--- src/rtl/hscale_fir_sequencer_if.sv ---
// rtl/hscale_fir_sequencer_if.sv - line control, line-buffer read and FIR control bundle
interface hscale_fir_sequencer_if #(
    parameter int COEFF_W = 8,
    parameter int LEN_W   = 11
);
    logic               line_start_i;
    logic [LEN_W-1:0]   in_len_i;
    logic [LEN_W-1:0]   out_len_i;
    logic [COEFF_W:0]   hinc_i;
    logic               rden_o;
    logic [LEN_W-1:0]   rdaddr_o;
    logic [2:0]         fir_inopcode_o;
    logic [1:0]         fir_calcopcode_o;
    logic [COEFF_W-1:0] coeff_a0_o;
    logic [COEFF_W-1:0] coeff_a1_o;
    logic               out_valid_o;
    logic               out_last_o;
    logic               busy_o;
    logic               line_done_o;

    modport master (
        output line_start_i, in_len_i, out_len_i, hinc_i,
        input  rden_o, rdaddr_o, fir_inopcode_o, fir_calcopcode_o,
               coeff_a0_o, coeff_a1_o, out_valid_o, out_last_o, busy_o, line_done_o
    );

    modport slave (
        input  line_start_i, in_len_i, out_len_i, hinc_i,
        output rden_o, rdaddr_o, fir_inopcode_o, fir_calcopcode_o,
               coeff_a0_o, coeff_a1_o, out_valid_o, out_last_o, busy_o, line_done_o
    );
endinterface

--- src/rtl/hscale_fir_sequencer.sv ---
// rtl/hscale_fir_sequencer.sv - two-tap polyphase FIR sequencer for horizontal upscaling
module hscale_fir_sequencer #(
    parameter int COEFF_W = 8,
    parameter int LEN_W   = 11,
    parameter int FIR_LAT = 3
) (
    input  logic                  CLK_i,
    input  logic                  nRST_i,
    hscale_fir_sequencer_if.slave bus
);
    localparam logic [COEFF_W:0] UNITY = {1'b1, {COEFF_W{1'b0}}};

    typedef enum logic [2:0] {
        S_IDLE   = 3'd0,
        S_PRIME0 = 3'd1,
        S_PRIME1 = 3'd2,
        S_RUN    = 3'd3,
        S_DRAIN  = 3'd4
    } state_t;

    state_t             state_q, state_d;

    logic [LEN_W-1:0]   in_last_q;
    logic [LEN_W-1:0]   out_len_q;
    logic [LEN_W-1:0]   cnt_q;
    logic [LEN_W-1:0]   addr_q;
    logic [COEFF_W:0]   hinc_q;
    logic [COEFF_W-1:0] phase_q;
    logic               rden_q;
    logic               done_q;
    logic [FIR_LAT-1:0] vpipe_q;
    logic [FIR_LAT-1:0] lpipe_q;

    logic [LEN_W-1:0]   in_last_s;
    logic [COEFF_W:0]   hinc_s;
    logic [COEFF_W:0]   phase_sum;
    logic               carry;
    logic               last_out;
    logic               run;
    logic               pend;
    logic [LEN_W-1:0]   next_addr;
    logic [LEN_W-1:0]   prime1_addr;

    logic               rden;
    logic [LEN_W-1:0]   rdaddr;
    logic [1:0]         calcop;
    logic [COEFF_W-1:0] a0;
    logic [COEFF_W-1:0] a1;

    // A zero-length input still has one pixel; out-of-range increments collapse to 1:1.
    assign in_last_s = (bus.in_len_i == '0) ? '0 : bus.in_len_i - LEN_W'(1);
    assign hinc_s    = (bus.hinc_i == '0 || bus.hinc_i > UNITY) ? UNITY : bus.hinc_i;

    assign phase_sum   = {1'b0, phase_q} + hinc_q;
    assign carry       = phase_sum[COEFF_W];
    assign last_out    = (cnt_q == out_len_q - LEN_W'(1));
    assign run         = (state_q == S_RUN);
    assign next_addr   = (addr_q == in_last_q) ? addr_q : addr_q + LEN_W'(1);
    assign prime1_addr = (in_last_q == '0) ? '0 : LEN_W'(1);

    // Results still in flight beyond the one emerging this cycle.
    always_comb begin
        pend = 1'b0;
        for (int i = 0; i < FIR_LAT - 1; i++) begin
            pend = pend | vpipe_q[i];
        end
    end

    // State register.
    always_ff @(posedge CLK_i or negedge nRST_i) begin
        if (!nRST_i) begin
            state_q <= S_IDLE;
        end else begin
            state_q <= state_d;
        end
    end

    // Next-state logic; an empty output line skips straight to the drain.
    always_comb begin
        state_d = state_q;
        case (state_q)
            S_IDLE: begin
                if (bus.line_start_i) begin
                    state_d = (bus.out_len_i == '0) ? S_DRAIN : S_PRIME0;
                end
            end
            S_PRIME0: state_d = S_PRIME1;
            S_PRIME1: state_d = S_RUN;
            S_RUN:    state_d = last_out ? S_DRAIN : S_RUN;
            S_DRAIN:  state_d = pend ? S_DRAIN : S_IDLE;
            default:  state_d = S_IDLE;
        endcase
    end

    // Read strobe, address, calc opcode and coefficients for the current state.
    always_comb begin
        rden   = 1'b0;
        rdaddr = '0;
        calcop = 2'b00;
        a0     = '0;
        a1     = '0;
        case (state_q)
            S_PRIME0: begin
                rden = 1'b1;
            end
            S_PRIME1: begin
                rden   = 1'b1;
                rdaddr = prime1_addr;
            end
            S_RUN: begin
                rden   = carry && !last_out;
                rdaddr = rden ? next_addr : '0;
                if (phase_q == '0) begin
                    calcop = 2'b11;
                end else begin
                    a0 = phase_q;
                    a1 = COEFF_W'(UNITY - {1'b0, phase_q});
                end
            end
            default: ;
        endcase
    end

    // Line parameters, output counter, phase accumulator and last read address.
    always_ff @(posedge CLK_i or negedge nRST_i) begin
        if (!nRST_i) begin
            in_last_q <= '0;
            out_len_q <= '0;
            hinc_q    <= '0;
            cnt_q     <= '0;
            phase_q   <= '0;
            addr_q    <= '0;
        end else begin
            case (state_q)
                S_IDLE: begin
                    if (bus.line_start_i) begin
                        in_last_q <= in_last_s;
                        out_len_q <= bus.out_len_i;
                        hinc_q    <= hinc_s;
                        cnt_q     <= '0;
                        phase_q   <= '0;
                        addr_q    <= '0;
                    end
                end
                S_PRIME1: addr_q <= prime1_addr;
                S_RUN: begin
                    cnt_q   <= cnt_q + LEN_W'(1);
                    phase_q <= phase_sum[COEFF_W-1:0];
                    if (rden) begin
                        addr_q <= next_addr;
                    end
                end
                default: ;
            endcase
        end
    end

    // Opcode alignment with buffer data, FIR latency tracking and end-of-line pulse.
    always_ff @(posedge CLK_i or negedge nRST_i) begin
        if (!nRST_i) begin
            rden_q  <= 1'b0;
            vpipe_q <= '0;
            lpipe_q <= '0;
            done_q  <= 1'b0;
        end else begin
            rden_q  <= rden;
            vpipe_q <= (vpipe_q << 1) | FIR_LAT'(run);
            lpipe_q <= (lpipe_q << 1) | FIR_LAT'(run && last_out);
            done_q  <= (state_q == S_DRAIN) && !pend;
        end
    end

    assign bus.rden_o           = rden;
    assign bus.rdaddr_o         = rdaddr;
    assign bus.fir_inopcode_o   = {2'b00, rden_q};
    assign bus.fir_calcopcode_o = calcop;
    assign bus.coeff_a0_o       = a0;
    assign bus.coeff_a1_o       = a1;
    assign bus.out_valid_o      = vpipe_q[FIR_LAT-1];
    assign bus.out_last_o       = lpipe_q[FIR_LAT-1];
    assign bus.busy_o           = (state_q != S_IDLE);
    assign bus.line_done_o      = done_q;
endmodule
--- src/flat_wrapper.sv ---
// flat-port wrapper written by rule: the top's interface ports become plain ports
module hscale_fir_sequencer_flat 
#(
    parameter int COEFF_W = 8,
    parameter int LEN_W   = 11,
    parameter int FIR_LAT = 3
)
  (CLK_i, nRST_i, bus_line_start_i, bus_in_len_i, bus_out_len_i, bus_hinc_i, bus_rden_o, bus_rdaddr_o, bus_fir_inopcode_o, bus_fir_calcopcode_o, bus_coeff_a0_o, bus_coeff_a1_o, bus_out_valid_o, bus_out_last_o, bus_busy_o, bus_line_done_o);
  hscale_fir_sequencer_if #(.COEFF_W(COEFF_W), .LEN_W(LEN_W)) bus_i ();
  input  logic CLK_i;
  input  logic nRST_i;
  input wire logic [$bits(bus_i.line_start_i)-1:0] bus_line_start_i;
  input wire logic [$bits(bus_i.in_len_i)-1:0] bus_in_len_i;
  input wire logic [$bits(bus_i.out_len_i)-1:0] bus_out_len_i;
  input wire logic [$bits(bus_i.hinc_i)-1:0] bus_hinc_i;
  output wire logic [$bits(bus_i.rden_o)-1:0] bus_rden_o;
  output wire logic [$bits(bus_i.rdaddr_o)-1:0] bus_rdaddr_o;
  output wire logic [$bits(bus_i.fir_inopcode_o)-1:0] bus_fir_inopcode_o;
  output wire logic [$bits(bus_i.fir_calcopcode_o)-1:0] bus_fir_calcopcode_o;
  output wire logic [$bits(bus_i.coeff_a0_o)-1:0] bus_coeff_a0_o;
  output wire logic [$bits(bus_i.coeff_a1_o)-1:0] bus_coeff_a1_o;
  output wire logic [$bits(bus_i.out_valid_o)-1:0] bus_out_valid_o;
  output wire logic [$bits(bus_i.out_last_o)-1:0] bus_out_last_o;
  output wire logic [$bits(bus_i.busy_o)-1:0] bus_busy_o;
  output wire logic [$bits(bus_i.line_done_o)-1:0] bus_line_done_o;
  assign bus_i.line_start_i = bus_line_start_i;
  assign bus_i.in_len_i = bus_in_len_i;
  assign bus_i.out_len_i = bus_out_len_i;
  assign bus_i.hinc_i = bus_hinc_i;
  assign bus_rden_o = bus_i.rden_o;
  assign bus_rdaddr_o = bus_i.rdaddr_o;
  assign bus_fir_inopcode_o = bus_i.fir_inopcode_o;
  assign bus_fir_calcopcode_o = bus_i.fir_calcopcode_o;
  assign bus_coeff_a0_o = bus_i.coeff_a0_o;
  assign bus_coeff_a1_o = bus_i.coeff_a1_o;
  assign bus_out_valid_o = bus_i.out_valid_o;
  assign bus_out_last_o = bus_i.out_last_o;
  assign bus_busy_o = bus_i.busy_o;
  assign bus_line_done_o = bus_i.line_done_o;
  hscale_fir_sequencer #(.COEFF_W(COEFF_W), .LEN_W(LEN_W), .FIR_LAT(FIR_LAT)) u_core (.CLK_i(CLK_i), .nRST_i(nRST_i), .bus(bus_i));
endmodule
--- config.mk ---
export PLATFORM = sky130hd
export DESIGN_NAME = hscale_fir_sequencer_flat
export DESIGN_NICKNAME = d
export VERILOG_FILES = /design/src/rtl/hscale_fir_sequencer_if.sv /design/src/rtl/hscale_fir_sequencer.sv /design/src/flat_wrapper.sv
export SDC_FILE = /design/constraint.sdc
export NUM_CORES = 1
export LEC_CHECK = 0
export CAP_MARGIN = 20
export CORE_UTILIZATION = 50
export DETAILED_ROUTE_END_ITERATION = 10
export PLACE_DENSITY = 0.71
export SYNTH_ARGS = -nofsm -noshare
export SYNTH_HDL_FRONTEND = slang
export SYNTH_SLANG_ARGS = --single-unit
--- constraint.sdc ---
create_clock -name CLK_i -period 5.4 [get_ports CLK_i]
set_clock_uncertainty 0.05 [all_clocks]
set_input_delay 0.81 -clock CLK_i [delete_from_list [all_inputs] [get_ports CLK_i]]
set_output_delay 0.81 -clock CLK_i [all_outputs]
set_load 0.01 [all_outputs]
==> run_results.csv, run 1 <==
group,metric,value,unit
clocking,cts_sinks,72,
yosys,synth_ff_type,"dfrtp_1",
floorplan,io_pins,71,
setup_path,cp-end-kind,"output port",
floorplan,row_count,34,
routing,drt_first_pass_iters,4,
hold_path,hold_end,"u_core.lpipe_q[1]",
clocking,path_clk_slew,80,ps
setup_path,rr_startpoint,"u_core.phase_q[0]",
routing,dr_total_vias,3701,
place,hpwl,7138,um
yosys,ys_seq_elements,72,
final_layout,layout.nets,603,
final_layout,syn2layout_area_growth,21.24,%
clocking,cts_tree,"done",
routing,drt_iter0_drc,159,
yosys,synth_area,4483,um2
clocking,clk_path_buf_depth,2,
routing,drcViolationCount,0,
power,power,2393,uW
global_route,grt_pass1_wl,16950,um
yosys,async_flop_share,1.000,
status,run_status,"finished, final reports clean",
clocking,numCtsBuffers,9,
global_route,first_global_vias,3616,
final_layout,drive_above_1_share,0.08229,
place,portBuffers,68,
timing,finalHoldViolations,0,
yosys,syn-instance-count,496,
setup_path,critPathLaunch,"u_core.phase_q[0]",
setup_path,critPathMaxFanout,13,
routing,totalWireLength,9820,um
floorplan,die_x,96.69,um
timing,setup_viol,0,
routing,ant_nets,0,
setup_path,cp.arrival,3790,ps
yosys,syn_area_per_cell,9.038,um2
power,p_per_area,440.3,nW/um2
run,maxCapViolCount,0,
setup_path,worstSetupStartpointType,"flop",
power,ir_drop,203.0,uV
hold_path,min_from,"u_core.lpipe_q[0]",
power,p_leak,0.002297,uW
yosys,ys_seq_area_frac,0.4019,
global_route,overflow,0,
global_route,grt_antenna_before_repair,0,
floorplan,die_h,96.69,um
timing,rsz0062_at_grt,"no",
floorplan,core_area,8721,um2
setup_path,r2r_setup_slack,2340,ps
clocking,h-tree-depth,3,
timing,slew_headroom,0.3967,
setup_path,criticalPathCategory,"flop to output port",
hold_path,whs_path_depth,0,
timing,max_clock_freq,0.2150,GHz
clocking,postCtsSetupBuffers,0,
floorplan,initial_core_util,0.5141,
timing,max_slew.worst_pin.slew,904.9,ps
clocking,clock_latency,350,ps
setup_path,cp.required,4540,ps
final_layout,diodes,0,
timing,period_needed,4651,ps
global_route,grt_start_max_net_pins,73,
timing,drv_slew,0,
yosys,synth_cell_types,54,
clocking,ctsHoldBuffers,0,
yosys,ys_warn_count,0,
yosys,synth-edff-count,0,
hold_path,hold_class,"flop to flop",
clocking,cts-root-buf,"clkbuf_8",
timing,fin_crit_sh,0.8613,
timing,fin_setup_tns,0,ps
global_route,track_usage,0.2194,
place,place_congestion,0.8833,
routing,wl_per_cell,14.72,um
setup_path,r2r-end,"u_core.addr_q[1]",
floorplan,die-area,9349,um2
setup_path,r2r_cells,10,
routing,detail_route.vias_per_cell,5.549,
clocking,ctsResizeCount,0,
-- cell usage in the layout (no fill, tap or decap), types with 4 or more instances in the layout --
master and count:
or2_2 4, xor2_1 28, nor4_1 10, o21ai_0 37, nand3_1 29, nand2_1 53
nor2_1 44, o211ai_1 4, dfrtp_1 72, nand4_1 4, clkbuf_8 10, or3_1 4
nor3b_1 5, a31oi_1 10, and3_1 10, nor3_1 13, ha_1 14, a21oi_1 9
and2_1 8, clkdlybuf4s50_1 67, xnor2_1 33, mux2_2 11, inv_1 14, nand2b_1 9
nand3b_1 5
-- cell usage after synthesis, types with 4 or more instances --
master     n  area share
dfrtp_1   72        0.40
nand2_1   54       0.045
nor2_1    44       0.037
o21ai_0   37       0.041
xnor2_1   33       0.064
nand3_1   29       0.032
xor2_1    28       0.055
clkbuf_1  16       0.013
ha_1      14       0.039
inv_1     14       0.012
nor3_1    13       0.015
mux2_2    11       0.028
a31oi_1   10       0.014
and3_1    10       0.014
nor4_1    10       0.014
a21oi_1    9       0.010
nand2b_1   9       0.013
and2_1     8       0.011
buf_4      5      0.0084
nand3b_1   5      0.0084
nor3b_1    5      0.0084
nand4_1    4      0.0056
o211ai_1   4      0.0067
or2_2      4      0.0056
or3_1      4      0.0056
-- metal layers --
| metal | share of wire | vias to the layer above | global-route usage |
|---|---|---|---|
| met1 | 0.47 | 1771 | 0.2956 |
| met4 | 0.017 | 0 | 0.08037 |
| li1 | - | 1841 | - |
| met3 | 0.037 | 15 | 0.03468 |
| met5 | 0 | - | 0 |
| met2 | 0.48 | 74 | 0.3581 |
-- where the power goes --
group / switching [uW] / internal [uW] / total, uW
logic: 499 / 551 / 1050
clock network: 211 / 272 / 483
registers: 196 / 664 / 860
total: 905 / 1490 / 2390
-- layout make-up --
class | count | area, um2
flip-flops and latches | 72 | 1802
clock buffers | 11 | 141.4
clock inverters | 5 | 80.08
fillers | 753 | 3286
well taps | 108 | 135.1
inverters | 14 | 52.55
multi-input cells | 386 | 2514
repair buffers | 71 | 710.7
-- worst max-delay path: stages, from the launching register on --
cell	delay (ps)
dfrtp_1	400
ha_1	180
inv_1	50
fa_1	400
nor2b_1	170
o2111ai_1	150
a31oi_1	210
xor2_1	250
and2_1	450
nand2_1	360
o21ai_0	250
clkdlybuf4s50_1	550
-- how the worst max path moves through the flow --
| stage | to | slack (ps) |
|---|---|---|
| final | bus_rdaddr_o[0] | 750 |
| after global placement | bus_rdaddr_o[0] | 1180 |
| after detailed placement | bus_rdaddr_o[0] | 1100 |
| after CTS | bus_rdaddr_o[0] | 720 |
| after floorplan | bus_rdaddr_o[10] | 2220 |
| after global routing | bus_rdaddr_o[0] | 380 |
-- stage by stage --
stage | cells | utilization | area, um2 | worst slack, ps | hold WS, ps
2_1_floorplan | 497 | - | 4487 | 2221 | 281.2
3_3_place_gp | 650 | 0.5956 | 5194 | 1180 | 285.9
3_5_place_dp | 650 | 0.5956 | 5194 | 1102 | 292.0
4_1_cts | 666 | 0.6209 | 5415 | 717.3 | 310.9
5_1_grt | 667 | 0.6232 | 5435 | 377.5 | 323.0
6_report | 667 | 0.6232 | 5435 | 749.1 | 306.2
-- registers in the layout (all words and copies together) (netlist names) --
| register | flops |
|---|---|
| u_core.state_q | 3 |
| u_core.cnt_q | 11 |
| u_core.lpipe_q | 3 |
| u_core.out_len_q | 11 |
| u_core.hinc_q | 9 |
| u_core.phase_q | 8 |
| u_core.vpipe_q | 3 |
| u_core.bus.line_done_o | 1 |
| u_core.addr_q | 11 |
| u_core.rden_q | 1 |
| u_core.in_last_q | 11 |
-- logic make-up after synthesis --
| family | share of synthesized area |
|---|---|
| buf+inv | 0.03880 |
| fa+ha+maj | 0.04354 |
| other cells | 0.0008365 |
| mux | 0.03433 |
| xor+xnor | 0.1192 |
| flops | 0.4019 |
| simple gates | 0.2297 |
| compound gates | 0.1317 |
(Power assumes the default switching activity.)
==> run 2, diff against run 1 <==
- CELL_PAD_IN_SITES_DETAIL_PLACEMENT: not set -> 1
- CELL_PAD_IN_SITES_GLOBAL_PLACEMENT: not set -> 1
- CORE_UTILIZATION: 50 -> 44
- PLACE_DENSITY: 0.71 -> 0.81
==> run 2 against run 1 <==
Net effect: routed wire length is 20% higher; cell area shrank 0.30%; critical path depth stayed put; hold slack worse by 7.1 ps; count of clock-buffer cells in the layout unchanged; register-to-register slack lost 90 ps; power fell by 0.36%; via count up 4.5%; non-clock buffer count unchanged; fmax down 2.7%; critical path type unchanged.
==> run_results.csv, run 2 (synthesis gave the netlist of run 1 again) <==
group,metric,value,unit
timing,rsz0062_at_grt,"no",
clocking,h-tree-depth,3,
global_route,grt_antenna_before_repair,0,
power,p_per_area,440.0,nW/um2
floorplan,die-area,10600,um2
routing,ant_nets,0,
timing,fin_ws,619.3,ps
final_layout,layout_commonest_cell,"dfrtp_1",
global_route,track_usage,0.2420,
floorplan,io_pins,71,
setup_path,cp-end-kind,"output port",
setup_path,cp.arrival,3920,ps
timing,fin_crit_sh,0.8853,
final_layout,diodes,0,
setup_path,criticalPathCategory,"flop to output port",
clocking,cts_sinks,72,
setup_path,cp.required,4540,ps
place,portBuffers,68,
routing,drt-met1-wl,5159,um
routing,wl_met2,5968,um
clocking,ctsHoldBuffers,0,
floorplan,row_count,36,
setup_path,worstSetupStartpointType,"flop",
routing,drt_iter0_drc,124,
hold_path,hold_class,"flop to flop",
routing,wl_met3,466,um
clocking,numCtsBuffers,9,
routing,wl_per_cell,17.07,um
power,ir_drop,197.8,uV
status,run_status,"finished, final reports clean",
clocking,clk_path_buf_depth,2,
global_route,grt_start_max_net_pins,73,
routing,drcViolationCount,0,
timing,drv_slew,0,
clocking,clock_latency,350,ps
routing,totalWireLength,11790,um
place,place_congestion,0.8472,
routing,top_layer,"met4",
floorplan,core_area,9819,um2
timing,finalHoldViolations,0,
place,dp_slack,986.3,ps
timing,max_slew.worst_pin.slew,930.3,ps
final_layout,drive_above_1_share,0.08065,
setup_path,critPathMaxFanout,13,
floorplan,initial_core_util,0.4565,
global_route,first_global_vias,4110,
timing,setup_viol,0,
floorplan,die_h,102.9,um
final_layout,most-common-layout-cells,"dfrtp_1 (72), clkdlybuf4s50_1 (67), nand2_1 (53), nor2_1 (44), o21ai_0 (37)",
timing,period_needed,4781,ps
routing,detail_route.vias_per_cell,5.599,
timing,fin_setup_tns,0,ps
power,power,2384,uW
final_layout,syn2layout_area_growth,20.88,%
place,hpwl,8707,um
timing,timing.hold.ws,299.0,ps
timing,slew_headroom,0.3798,
clocking,cts_tree,"done",
routing,drt_first_pass_iters,4,
clocking,path_clk_slew,70,ps
clocking,ctsResizeCount,0,
global_route,grt_pass1_wl,19660,um
clocking,postCtsSetupBuffers,0,
floorplan,die_x,102.9,um
final_layout,fin_util,0.5519,
final_layout,layout.nets,603,
run,maxCapViolCount,0,
clocking,cts-root-buf,"clkbuf_8",
global_route,overflow,0,
timing,max_clock_freq,0.2092,GHz
power,p_leak,0.002284,uW
routing,dr_total_vias,3869,
-- run 2: cell count changes in the layout (fill, tap and decap cells not counted), sizes merged --
cell / delta
clkinvlp: -2
bufinv: -1
clkinv: +2
-- run 2: final cells by class --
class	count	area, um2
clock inverter	4	45.04
clock buffer	11	141.4
multi-input combinational	386	2514
fill	1175	4400
timing repair buffer	71	698.2
sequential	72	1802
tap	133	166.4
inverter	14	52.55
-- run 2: path summary, 6_finish.rpt --
| check | startpoint | end | slack [ps] | depth (start not counted) |
|---|---|---|---|---|
| max reg2reg | u_core.phase_q[0] | u_core.addr_q[1] | 2250 | 10 |
| min reg2reg | u_core.lpipe_q[0] | u_core.lpipe_q[1] | 300 | 0 |
| max | u_core.phase_q[0] | bus_rden_o | 620 | 11 |
| max in group asynchronous | nRST_i | u_core.hinc_q[7] | 4070 | 2 |
| min in group asynchronous | nRST_i | u_core.cnt_q[1] | 620 | 2 |
| min | u_core.lpipe_q[0] | u_core.lpipe_q[1] | 300 | 0 |
-- run 2: where the power goes --
group / total (uW) / switching (uW) / internal, uW
Combinational: 1090 / 539 / 554
Clock: 423 / 202 / 221
Sequential: 868 / 204 / 664
-- run 2: routing by layer --
metal	GRT usage	up-vias
met4	0.08884	0
met5	0	-
met2	0.4338	87
met3	0.04203	18
li1	-	1842
met1	0.2902	1922
-- run 2: worst max-delay path, cell delays in order, from the launching register on --
cell and delay, ps:
dfrtp_1 410, ha_1 190, inv_1 60, fa_1 410
nor2b_1 210, o2111ai_1 190, a31oi_1 210, xor2_1 290
and2_1 450, nand2_1 350, o21ai_0 220, clkdlybuf4s50_1 590
-- run 2: through the flow --
stage / instance area, um2 / cells
3_3_place_gp: 5233 / 676
6_report: 5419 / 691
5_1_grt: 5419 / 691
2_1_floorplan: 4487 / 497
3_5_place_dp: 5233 / 676
4_1_cts: 5419 / 691
